--- src/rtl/hazard_control_unit.sv ---
// Stalls, bubbles and flushes the 5-stage pipeline for load-use, multi-cycle divide and taken branches.
// Registered FSM state and divide counter; every output is combinational from state and inputs.
module hazard_control_unit #(
  parameter int DIV_CYCLES = 4
) (
  input  logic       CLK,
  input  logic       RESET,
  input  logic [6:0] ID_OPCODE,
  input  logic [4:0] ID_ADDR1,
  input  logic [4:0] ID_ADDR2,
  input  logic [4:0] EXE_ADDR,
  input  logic       EXE_MEMREAD,
  input  logic       EXE_DIV,
  input  logic       BRANCH_TAKEN,
  output logic       PC_STALL,
  output logic       IF_ID_STALL,
  output logic       ID_EX_STALL,
  output logic       IF_ID_FLUSH,
  output logic       ID_EX_BUBBLE,
  output logic       EX_MEM_BUBBLE,
  output logic       DIV_START,
  output logic [1:0] STATE
);

  typedef enum logic [1:0] {
    S_IDLE = 2'd0,
    S_DIV  = 2'd1,
    S_DONE = 2'd2
  } state_e;

  localparam logic [6:0] OPC_LOAD   = 7'b0000011;
  localparam logic [6:0] OPC_STORE  = 7'b0100011;
  localparam logic [6:0] OPC_OPIMM  = 7'b0010011;
  localparam logic [6:0] OPC_OP     = 7'b0110011;
  localparam logic [6:0] OPC_BRANCH = 7'b1100011;
  localparam logic [6:0] OPC_JALR   = 7'b1100111;

  localparam logic [5:0] CNT_INIT = 6'(DIV_CYCLES - 2);

  state_e     state_q, state_d;
  logic [5:0] cnt_q, cnt_d;

  logic rs1_used, rs2_used, load_use;

  // Store data (rs2) is left out: the MEM-stage store-data forward already covers it.
  always_comb begin
    rs1_used = (ID_OPCODE == OPC_JALR)  || (ID_OPCODE == OPC_LOAD) ||
               (ID_OPCODE == OPC_STORE) || (ID_OPCODE == OPC_OPIMM) ||
               (ID_OPCODE == OPC_OP)    || (ID_OPCODE == OPC_BRANCH);
    rs2_used = (ID_OPCODE == OPC_OP)    || (ID_OPCODE == OPC_BRANCH);
    load_use = EXE_MEMREAD && (EXE_ADDR != 5'd0) &&
               ((rs1_used && (ID_ADDR1 == EXE_ADDR)) ||
                (rs2_used && (ID_ADDR2 == EXE_ADDR)));
  end

  always_ff @(posedge CLK) begin
    if (RESET) begin
      state_q <= S_IDLE;
      cnt_q   <= 6'd0;
    end else begin
      state_q <= state_d;
      cnt_q   <= cnt_d;
    end
  end

  always_comb begin
    state_d       = state_q;
    cnt_d         = cnt_q;
    PC_STALL      = 1'b0;
    IF_ID_STALL   = 1'b0;
    ID_EX_STALL   = 1'b0;
    IF_ID_FLUSH   = 1'b0;
    ID_EX_BUBBLE  = 1'b0;
    EX_MEM_BUBBLE = 1'b0;
    DIV_START     = 1'b0;
    STATE         = 2'd0;

    if (!RESET) begin
      STATE = state_q;
      case (state_q)
        S_IDLE: begin
          if (BRANCH_TAKEN) begin
            IF_ID_FLUSH  = 1'b1;
            ID_EX_BUBBLE = 1'b1;
          end else if (EXE_DIV) begin
            DIV_START     = 1'b1;
            PC_STALL      = 1'b1;
            IF_ID_STALL   = 1'b1;
            ID_EX_STALL   = 1'b1;
            EX_MEM_BUBBLE = 1'b1;
            cnt_d         = CNT_INIT;
            state_d       = S_DIV;
          end else if (load_use) begin
            PC_STALL     = 1'b1;
            IF_ID_STALL  = 1'b1;
            ID_EX_BUBBLE = 1'b1;
          end
        end
        S_DIV: begin
          PC_STALL      = 1'b1;
          IF_ID_STALL   = 1'b1;
          ID_EX_STALL   = 1'b1;
          EX_MEM_BUBBLE = 1'b1;
          if (cnt_q == 6'd0) begin
            state_d = S_DONE;
          end else begin
            cnt_d = cnt_q - 6'd1;
          end
        end
        S_DONE: begin
          // The finished divide is still in EX, so EXE_DIV must not restart it.
          if (BRANCH_TAKEN) begin
            IF_ID_FLUSH  = 1'b1;
            ID_EX_BUBBLE = 1'b1;
          end else if (load_use) begin
            PC_STALL     = 1'b1;
            IF_ID_STALL  = 1'b1;
            ID_EX_BUBBLE = 1'b1;
          end
          state_d = S_IDLE;
        end
        default: begin
          state_d = S_IDLE;
        end
      endcase
    end
  end

endmodule

--- config.mk ---
export PLATFORM = sky130hd
export DESIGN_NAME = hazard_control_unit
export DESIGN_NICKNAME = d
export VERILOG_FILES = /design/src/rtl/hazard_control_unit.sv
export SDC_FILE = /design/constraint.sdc
export NUM_CORES = 1
export LEC_CHECK = 0
export ABC_AREA = 1
export CELL_PAD_IN_SITES_DETAIL_PLACEMENT = 0
export CELL_PAD_IN_SITES_GLOBAL_PLACEMENT = 1
export CORE_MARGIN = 8
export CORE_UTILIZATION = 26
export CTS_BUF_LIST = sky130_fd_sc_hd__clkbuf_2 sky130_fd_sc_hd__clkbuf_4 sky130_fd_sc_hd__clkbuf_8
export DETAILED_ROUTE_END_ITERATION = 12
export PLACE_DENSITY_LB_ADDON = 0.12
export SLEW_MARGIN = 20
export SYNTH_ARGS = -nofsm -noshare
export SYNTH_HDL_FRONTEND = slang
export SYNTH_SLANG_ARGS = --single-unit
--- constraint.sdc ---
create_clock -name CLK -period 1.45 [get_ports CLK]
set_input_delay 0.29 -clock CLK [delete_from_list [all_inputs] [get_ports CLK]]
set_output_delay 0.29 -clock CLK [all_outputs]
set_load 0.02 [all_outputs]
## Yosys cells after proc, flatten, opt, wreduce, memory -nomap -nowiden

Index checks and enable logic that the tools add are counted.

| cells by class | value |
|---|---|
| add/sub/neg operators | 1 |
| eq/ne operators | 14 |
| mux-type cells | 29 |
| reductions and logical operators | 18 |

Operators with widths:

| kind | number |
|---|---|
| two-way mux 6 bit | 3 |
| two-way mux 1 bit | 17 |
| == test 7 x 6 -> 1 bit (second input constant) | 2 |
| == test 7 bit (second input constant) | 2 |
| one-hot mux 6 bit (2 select lines) | 1 |
| == test 5 bit | 2 |
| two-way mux 2 bit | 4 |
| != test 2 bit (second input constant) | 4 |
| == test 7 x 2 -> 1 bit (second input constant) | 1 |
| == test 7 x 5 -> 1 bit (second input constant) | 1 |
| logical OR 1 bit | 7 |
| logical NOT 6 bit | 1 |
| subtractor 6 x 1 -> 6 bit (second input constant) | 1 |
| nonzero test 5 bit | 1 |
| logical AND 1 bit | 4 |
| one-hot mux 1 bit (2 select lines) | 2 |
| one-hot mux 2 bit (2 select lines) | 1 |
| AND reduction 4 bit | 1 |
| one-hot mux 1 bit (3 select lines) | 1 |
| AND reduction 3 bit | 1 |
| == test 2 x 1 -> 1 bit (second input constant) | 1 |
| == test 2 bit (second input constant) | 1 |
| logical NOT 2 bit | 1 |
| nonzero test 2 bit | 1 |
| OR reduction 2 bit | 1 |

| storage, ports and cells | value |
|---|---|
| register bits | 8 |
| input bits | 27 |
| output and inout port bits | 9 |
| logic and storage cells | 64 |

## Depth between registers and ports, before layout

Gate-level depths: netlist of the first run.

| depth | value |
|---|---|
| depth in word-level cells | 14 |
| mapped depth | 10 |
| gate-level depth less buffers | 9 |

## Least setup slack after synthesis of the first run

Ideal clock, no wire load.

| timing path | value |
|---|---|
| path kind | input port to output port |
| start | input EXE_ADDR[2] |
| end | output PC_STALL |
| arrival | 1.500 ns |
| required time | 1.160 ns |
| setup slack | -0.340 ns |
| cell stages on the path | 10 |
| path buffers | 1 |
| path through | inv_1 nand2_1 nand2_1 nand2_1 nor2_1 nand2_1 nand2_1 nand2_1 o21ai_0 buf_4 |

| on the way | value |
|---|---|
| cells in the longest elaborated chain, start to end | 9 |
| elaborated cells between the ends (all ways) | 14 |
| classes of those cells | eq/ne (2); mux (6); reduce/logical (6) |

RTL lines:

| element | RTL line | text |
|---|---|---|
| start, declared | 11 | `input logic [4:0] EXE_ADDR,` |
| == test 5 bit, on equally long branches | 52, 53 |  |
| logical AND 1 bit, on equally long branches | 52, 53 |  |
| logical OR 1 bit | 52 | `((rs1_used && (ID_ADDR1 == EXE_ADDR)) \|\|` |
| logical AND 1 bit * | 51 | `load_use = EXE_MEMREAD && (EXE_ADDR != 5'd0) &&` |
| two-way mux 1 bit * | - |  |
| two-way mux 1 bit (2 in a row) | - |  |
| one-hot mux 1 bit (3 select lines) * | - |  |
| two-way mux 1 bit * | - |  |
| end, declared | 15 | `output logic PC_STALL,` |

Mark *: on every way between the ends. The rest lies on a longest branch, timed or not.

## Worst setup path in the final report of the first run

| timing path | value |
|---|---|
| start | register state_q[1] |
| end | output DIV_START |

| on the way | value |
|---|---|
| cells in the longest elaborated chain, start to end | 3 |

RTL lines:

| element | RTL line | text |
|---|---|---|
| start, declared | 40 | `state_e state_q, state_d;` |
| start signal, assigned | 61 | `state_q <= state_d;` |
| logical NOT 2 bit | 80 | `case (state_q)` |
| two-way mux 1 bit | 80 |  |
| two-way mux 1 bit | 78 | `if (!RESET) begin` |
| end, declared | 21 | `output logic DIV_START,` |

No other way between the ends.

==> results_dict.tcl, run 1 <==
set metrics [dict create \
    yosys.area.top_type "dfxtp_1" \
    synthMostInstantiatedCell "nand2_1" \
    period_minus_slack_ns 1.48 \
    slew-limit-headroom_pct 88.1 \
    dieArea_um2 4740 \
    dr.pass1.iters 4 \
    cts_tree "done" \
    cts_buffers 3 \
    drc 0 \
    final.setup.worst_slack_ns -0.0282 \
    viasPerCell 4.35 \
    pin_count 36 \
    pre_cts_slack_ns -0.947 \
    synth_area_per_cell_um2 5.77 \
    overflow 0 \
    vdd_drop_max_mv 0.457 \
    place_hpwl_mm 1.78 \
    clk_pin_slew_ns 0.05 \
    root_buffer "clkbuf_4" \
    seq_area_frac_synth_pct 22.0 \
    cp_top_family "buffers and inverters" \
    synth_area_um2 727 \
    grt_pass1_vias 895 \
    drt_iter0_drc 44 \
    finalHoldViolations 0 \
    multiInputGateArea_um2 539 \
    netlist_instances 126 \
    cts_hold_buf 0 \
    cp.required_ns 1.16 \
    hp-class "reg -> reg" \
    yosysTopAreaCellShare_pct 22.0 \
    path_buf_inv 4 \
    grt_pass1_wl_mm 3.65 \
    worst-setup-path-type "reg -> out" \
    die_x_um 68.9 \
    clock_skew_ns 0.00333 \
    synth_area_leaders "dfxtp_1 (22%), nand2_1 (17%), inv_1 (10%)" \
    area_growth_pct 72.8 \
    yosysUniqueCellTypes 20 \
    cts_max_level 1 \
    hold_ws_ns 0.452 \
    crit_arrival_ns 1.19 \
    fillerInstances 300 \
    drt.antenna.violating_nets 0 \
    endpoint_kind "primary output" \
    start_util_pct 26.8 \
    async_reset_ff_share_pct 0 \
    dp.cells 198 \
    nets 203 \
    clock_sinks 8 \
    synth_edf_count 0 \
    rows 19 \
    antenna_found_initial 0 \
    finalSetupTns_ns -0.0897 \
    netlist_top_cells_count "nand2_1 (33), inv_1 (20), nor2_1 (18), dfxtp_1 (8), a21oi_1 (7)" \
    rsz0062_at_grt "yes" \
    die-height_um 68.9 \
    maxCapViolations 0 \
    synth_ff_type "dfxtp_1" \
    slew_viol_final 0 \
    worst_slew_pin_slew_ns 0.177 \
    gp_congestion 0.817 \
    cp_max_fo 2 \
    synthesis.nets 155 \
    ys_seq_elements 8 \
    io_buffers 35 \
    setup_violations 4 \
    finalWirelength_mm 2.13 \
    wl_per_cell_um 10.5 \
    cp_slowest_cell "dfxtp_2" \
    power.leakage_nw 0.651 \
    coreArea_um2 2710 \
    instances_no_fill 203 \
    vias 883 \
    path_cells "inv_2 > nand3_4 > nor2_4 > buf_6 > inv_4 > nor2_4 > buf_6" \
    drive_gt1_share_pct 44.8 \
    start_kind "flip-flop" \
    grt_max_degree 10 \
    max_freq_mhz 676 \
    status "finished, violations left" \
    grtUsageTotal_pct 9.64 \
    violations "setup timing" \
    yosys_warnings 0 \
    clk_latency_ns 0.25 \
    diodes 0 \
    fin_crit_sh_pct 102 \
    p_per_area_nw_per_um2 593 \
    slowest_delay_ns 0.32 \
    clk_path_buf_depth 2 \
    fin_total_pwr_mw 0.745 \
    regArea_um2 165 \
]
report_power, final:
group	total [mW]	leakage (nW)	switching, mW	internal [mW]
clock	0.168	0.0138	0.0737	0.0946
combinational	0.332	0.571	0.166	0.165
sequential	0.245	0.0663	0.0130	0.232
sequential cells by signal, indices dropped and copies added, names as in the netlist:
register	cells
state_q	2
cnt_q	6
worst register-to-register path, stage by stage (launching register included):
cell and delay (ns):
dfxtp_2 0.32, inv_2 0.07, nand3_4 0.07, nor2_4 0.13, buf_6 0.12, inv_4 0.03
buf_4 0.13, nand2_4 0.09, nand2_2 0.06, xor2_1 0.12, nor2_1 0.05
placed cells by master, fill, tap and decap left out, types with 6 or more instances in the layout:
master,instances
buf_2,13
buf_4,10
buf_6,17
dfxtp_1,6
inv_1,14
inv_2,9
nand2_1,30
nor2_1,13
metal layers:
layer	track usage [%]	up-vias	part of all wire, %
met5	0	-	0
met2	16.5	28	46
met1	11.7	378	46
li1	-	475	-
met3	2.58	2	7.1
met4	2.26	0	0.94
final cells by class:
type	count	share of cell area, %
multi-input cells	90	42.9
clock buffers	3	1.79
well taps	31	3.09
flip-flops and latches	8	13.1
inverters	25	7.87
repair buffers	46	31.2
path summary, 6_finish.rpt:
check | slack (ns) | to | cells after the start | start
worst min register to register | 0.45 | cnt_q[0] | 1 | cnt_q[0]
worst max-delay path | -0.03 | DIV_START | 7 | state_q[1]
worst min-delay path | 0.45 | cnt_q[0] | 1 | cnt_q[0]
worst max register to register | 0.15 | cnt_q[2] | 10 | state_q[1]
kinds of logic (layout without fill, tap and decap cells):
logic type      Yosys count  after routing  synth area share, %
simple gates             69             69                 42.3
buf+inv                  28             74                 15.5
compound gates           12             12                 8.26
flops                     8              8                 22.0
xor+xnor                  7              7                 8.43
fa+ha+maj                 2              2                 3.44
timing repair:
| action | in CTS | in global routing |
|---|---|---|
| gates resized for setup | 164 | 14 |
| gates cloned | 0 | 0 |
| pin swaps | 34 | 16 |
| setup endpoints to repair | 9 | 7 |
| buffers inserted | 3 | 0 |
per-stage QoR:
stage	instance area (um2)	util, %
3_5_place_dp	1180	43.4
3_3_place_gp	1180	43.4
5_1_grt	1260	46.4
6_report	1260	46.4
2_1_floorplan	739	-
4_1_cts	1200	44.4
No activity file was read; power rests on OpenSTA's default activity.
==> inputs of run 2 (changes only) <==
CORE_UTILIZATION = 41   (was 26)
DONT_BUFFER_PORTS = 1   (was not set)
SETUP_SLACK_MARGIN = 0.4   (was not set)
==> results_dict.tcl, run 2 (synthesis gave the netlist of run 1 again) <==
set metrics [dict create \
    drc 0 \
    maxCapViolations 0 \
    max_freq_mhz 714 \
    dieArea_um2 3380 \
    hold_ws_ns 0.0990 \
    clk_path_buf_depth 2 \
    cts_max_level 1 \
    finalSetupTns_ns 0 \
    status "finished clean" \
    fin_crit_sh_pct 96.6 \
    crit_arrival_ns 1.11 \
    period_minus_slack_ns 1.40 \
    area_growth_pct 41.0 \
    drt_iter0_drc 13 \
    path_cells "inv_2 > nand3_4 > nor2_4 > o21ai_4 > o21ai_4" \
    finalWirelength_mm 1.94 \
    dr.pass1.iters 4 \
    placed_cell_area_um2 815 \
    finalHoldViolations 0 \
    cp.required_ns 1.16 \
    cp_top_family "compound AO/OA/AOI/OAI gates" \
    start_util_pct 43.0 \
    dp.cells 141 \
    nets 165 \
    worst-setup-path-type "reg -> out" \
    grt_max_degree 12 \
    largest_reg_flops 6 \
    cts_hold_buf 0 \
    r2r_start "state_q[0]" \
    slew-limit-headroom_pct 78.2 \
    cp_max_fo 2 \
    clock_sinks 8 \
    cts_tree "done" \
    wl_per_cell_um 12.9 \
    final_common_cell "nand2_1" \
    cts_buffers 3 \
    slowest_delay_ns 0.33 \
    grt_pass1_wl_mm 2.91 \
    p_per_area_nw_per_um2 674 \
    regMostFlops "cnt_q" \
    overflow 0 \
    cp_slowest_cell "dfxtp_2" \
    root_buffer "clkbuf_4" \
    clk_pin_slew_ns 0.05 \
    crit_start "state_q[1]" \
    start_kind "flip-flop" \
    setup_violations 0 \
    final_cell_mix "nand2_1 (29), inv_1 (13), nor2_1 (9), nor2_4 (8), inv_2 (6)" \
    hp-class "in -> reg" \
    diodes 0 \
    coreArea_um2 1690 \
    grt_pass1_vias 673 \
    worst_r2r_endpoint "cnt_q[2]" \
    power.leakage_nw 0.480 \
    critPathMostFrequentCell "o21ai_4" \
    cp.depth 5 \
    clk_latency_ns 0.25 \
    path_buf_inv 1 \
    drive_gt1_share_pct 41.0 \
    gp_congestion 0.796 \
    pin_count 36 \
    slew_viol_final 0 \
    die-height_um 58.1 \
    drt.antenna.violating_nets 0 \
    reg.largest.list "cnt_q x6, state_q x2" \
    pre_cts_slack_ns 0.0106 \
    hold_depth 1 \
    vdd_drop_max_mv 0.578 \
    vias 756 \
    viasPerCell 5.01 \
    die_x_um 58.1 \
    clock_skew_ns 0.00271 \
    instances_no_fill 151 \
    rsz0062_at_grt "yes" \
    r2r_setup_slack_ns 0.21 \
    io_buffers 0 \
    fillerInstances 151 \
    endpoint "PC_STALL" \
    final.setup.worst_slack_ns 0.0491 \
    rows 15 \
    worstRegToRegCells 8 \
    worst_slew_pin_slew_ns 0.325 \
    antenna_found_initial 0 \
    endpoint_kind "primary output" \
    place_hpwl_mm 1.42 \
    design_area_um2 1020 \
    grtUsageTotal_pct 11.2 \
]
[run 2: changes by cell type in the layout (fill, tap and decap cells not counted), sizes merged]
cell and change:
buf -33, clkdlybuf4s15 -1, clkinv +1, dlygate4sd2 -4, inv -1
[run 2: where the power goes]
group	leakage (nW)	internal [mW]	switching, mW
Clock	0.0138	0.0945	0.0722
Sequential	0.0668	0.233	0.0165
Combinational	0.400	0.118	0.157
[run 2: layout make-up]
type	instances	area, um2	area share [%]
sequential	8	166	16.2
inverter	25	111	10.9
multi-input combinational	90	624	60.9
tap	17	21.3	2.08
timing repair buffer	8	78.8	7.69
clock buffer	3	22.5	2.20
[run 2: worst min-delay path by stage]
| stage | from | to | slack [ns] |
|---|---|---|---|
| 2_1_floorplan | cnt_q[0] | cnt_q[0] | 0.41 |
| 3_3_place_gp | RESET | state_q[0] | 0.36 |
| 3_5_place_dp | RESET | state_q[0] | 0.36 |
| 4_1_cts | RESET | cnt_q[3] | 0.09 |
| 5_1_grt | RESET | cnt_q[3] | 0.07 |
| 6_report | RESET | state_q[0] | 0.1 |
[run 2: timing repair]
action | in CTS | in global routing
pin swaps | 13 | 9
resized for setup | 20 | 20
endpoints found under the setup margin | 16 | 17
buffers inserted | 7 | 0
[run 2: worst reg2reg max path, delay by kind of cell, from the launching register on]
| kind | cells | cell delay [ns] |
|---|---|---|
| DFF | 1 | 0.40 |
| buffers and inverters | 2 | 0.18 |
| and+or+nand+nor | 5 | 0.43 |
| xor gates and xnor gates | 1 | 0.13 |
[run 2: metal layers]
layer / GRT usage (%) / wire (um) / vias up
met3: 6.18 / 133 / 0
li1: - / - / 398
met2: 18.3 / 982 / 21
met5: 0 / 0 / -
met4: 2.10 / 0 / 0
met1: 12.5 / 826 / 337
[run 2: per-stage QoR]
stage               power [mW]  utilization, %
finish                   0.691            60.7
global route             0.743            60.7
CTS                      0.673            56.1
detailed placement       0.459            48.2
global placement         0.454            48.2
floorplan                0.443               -
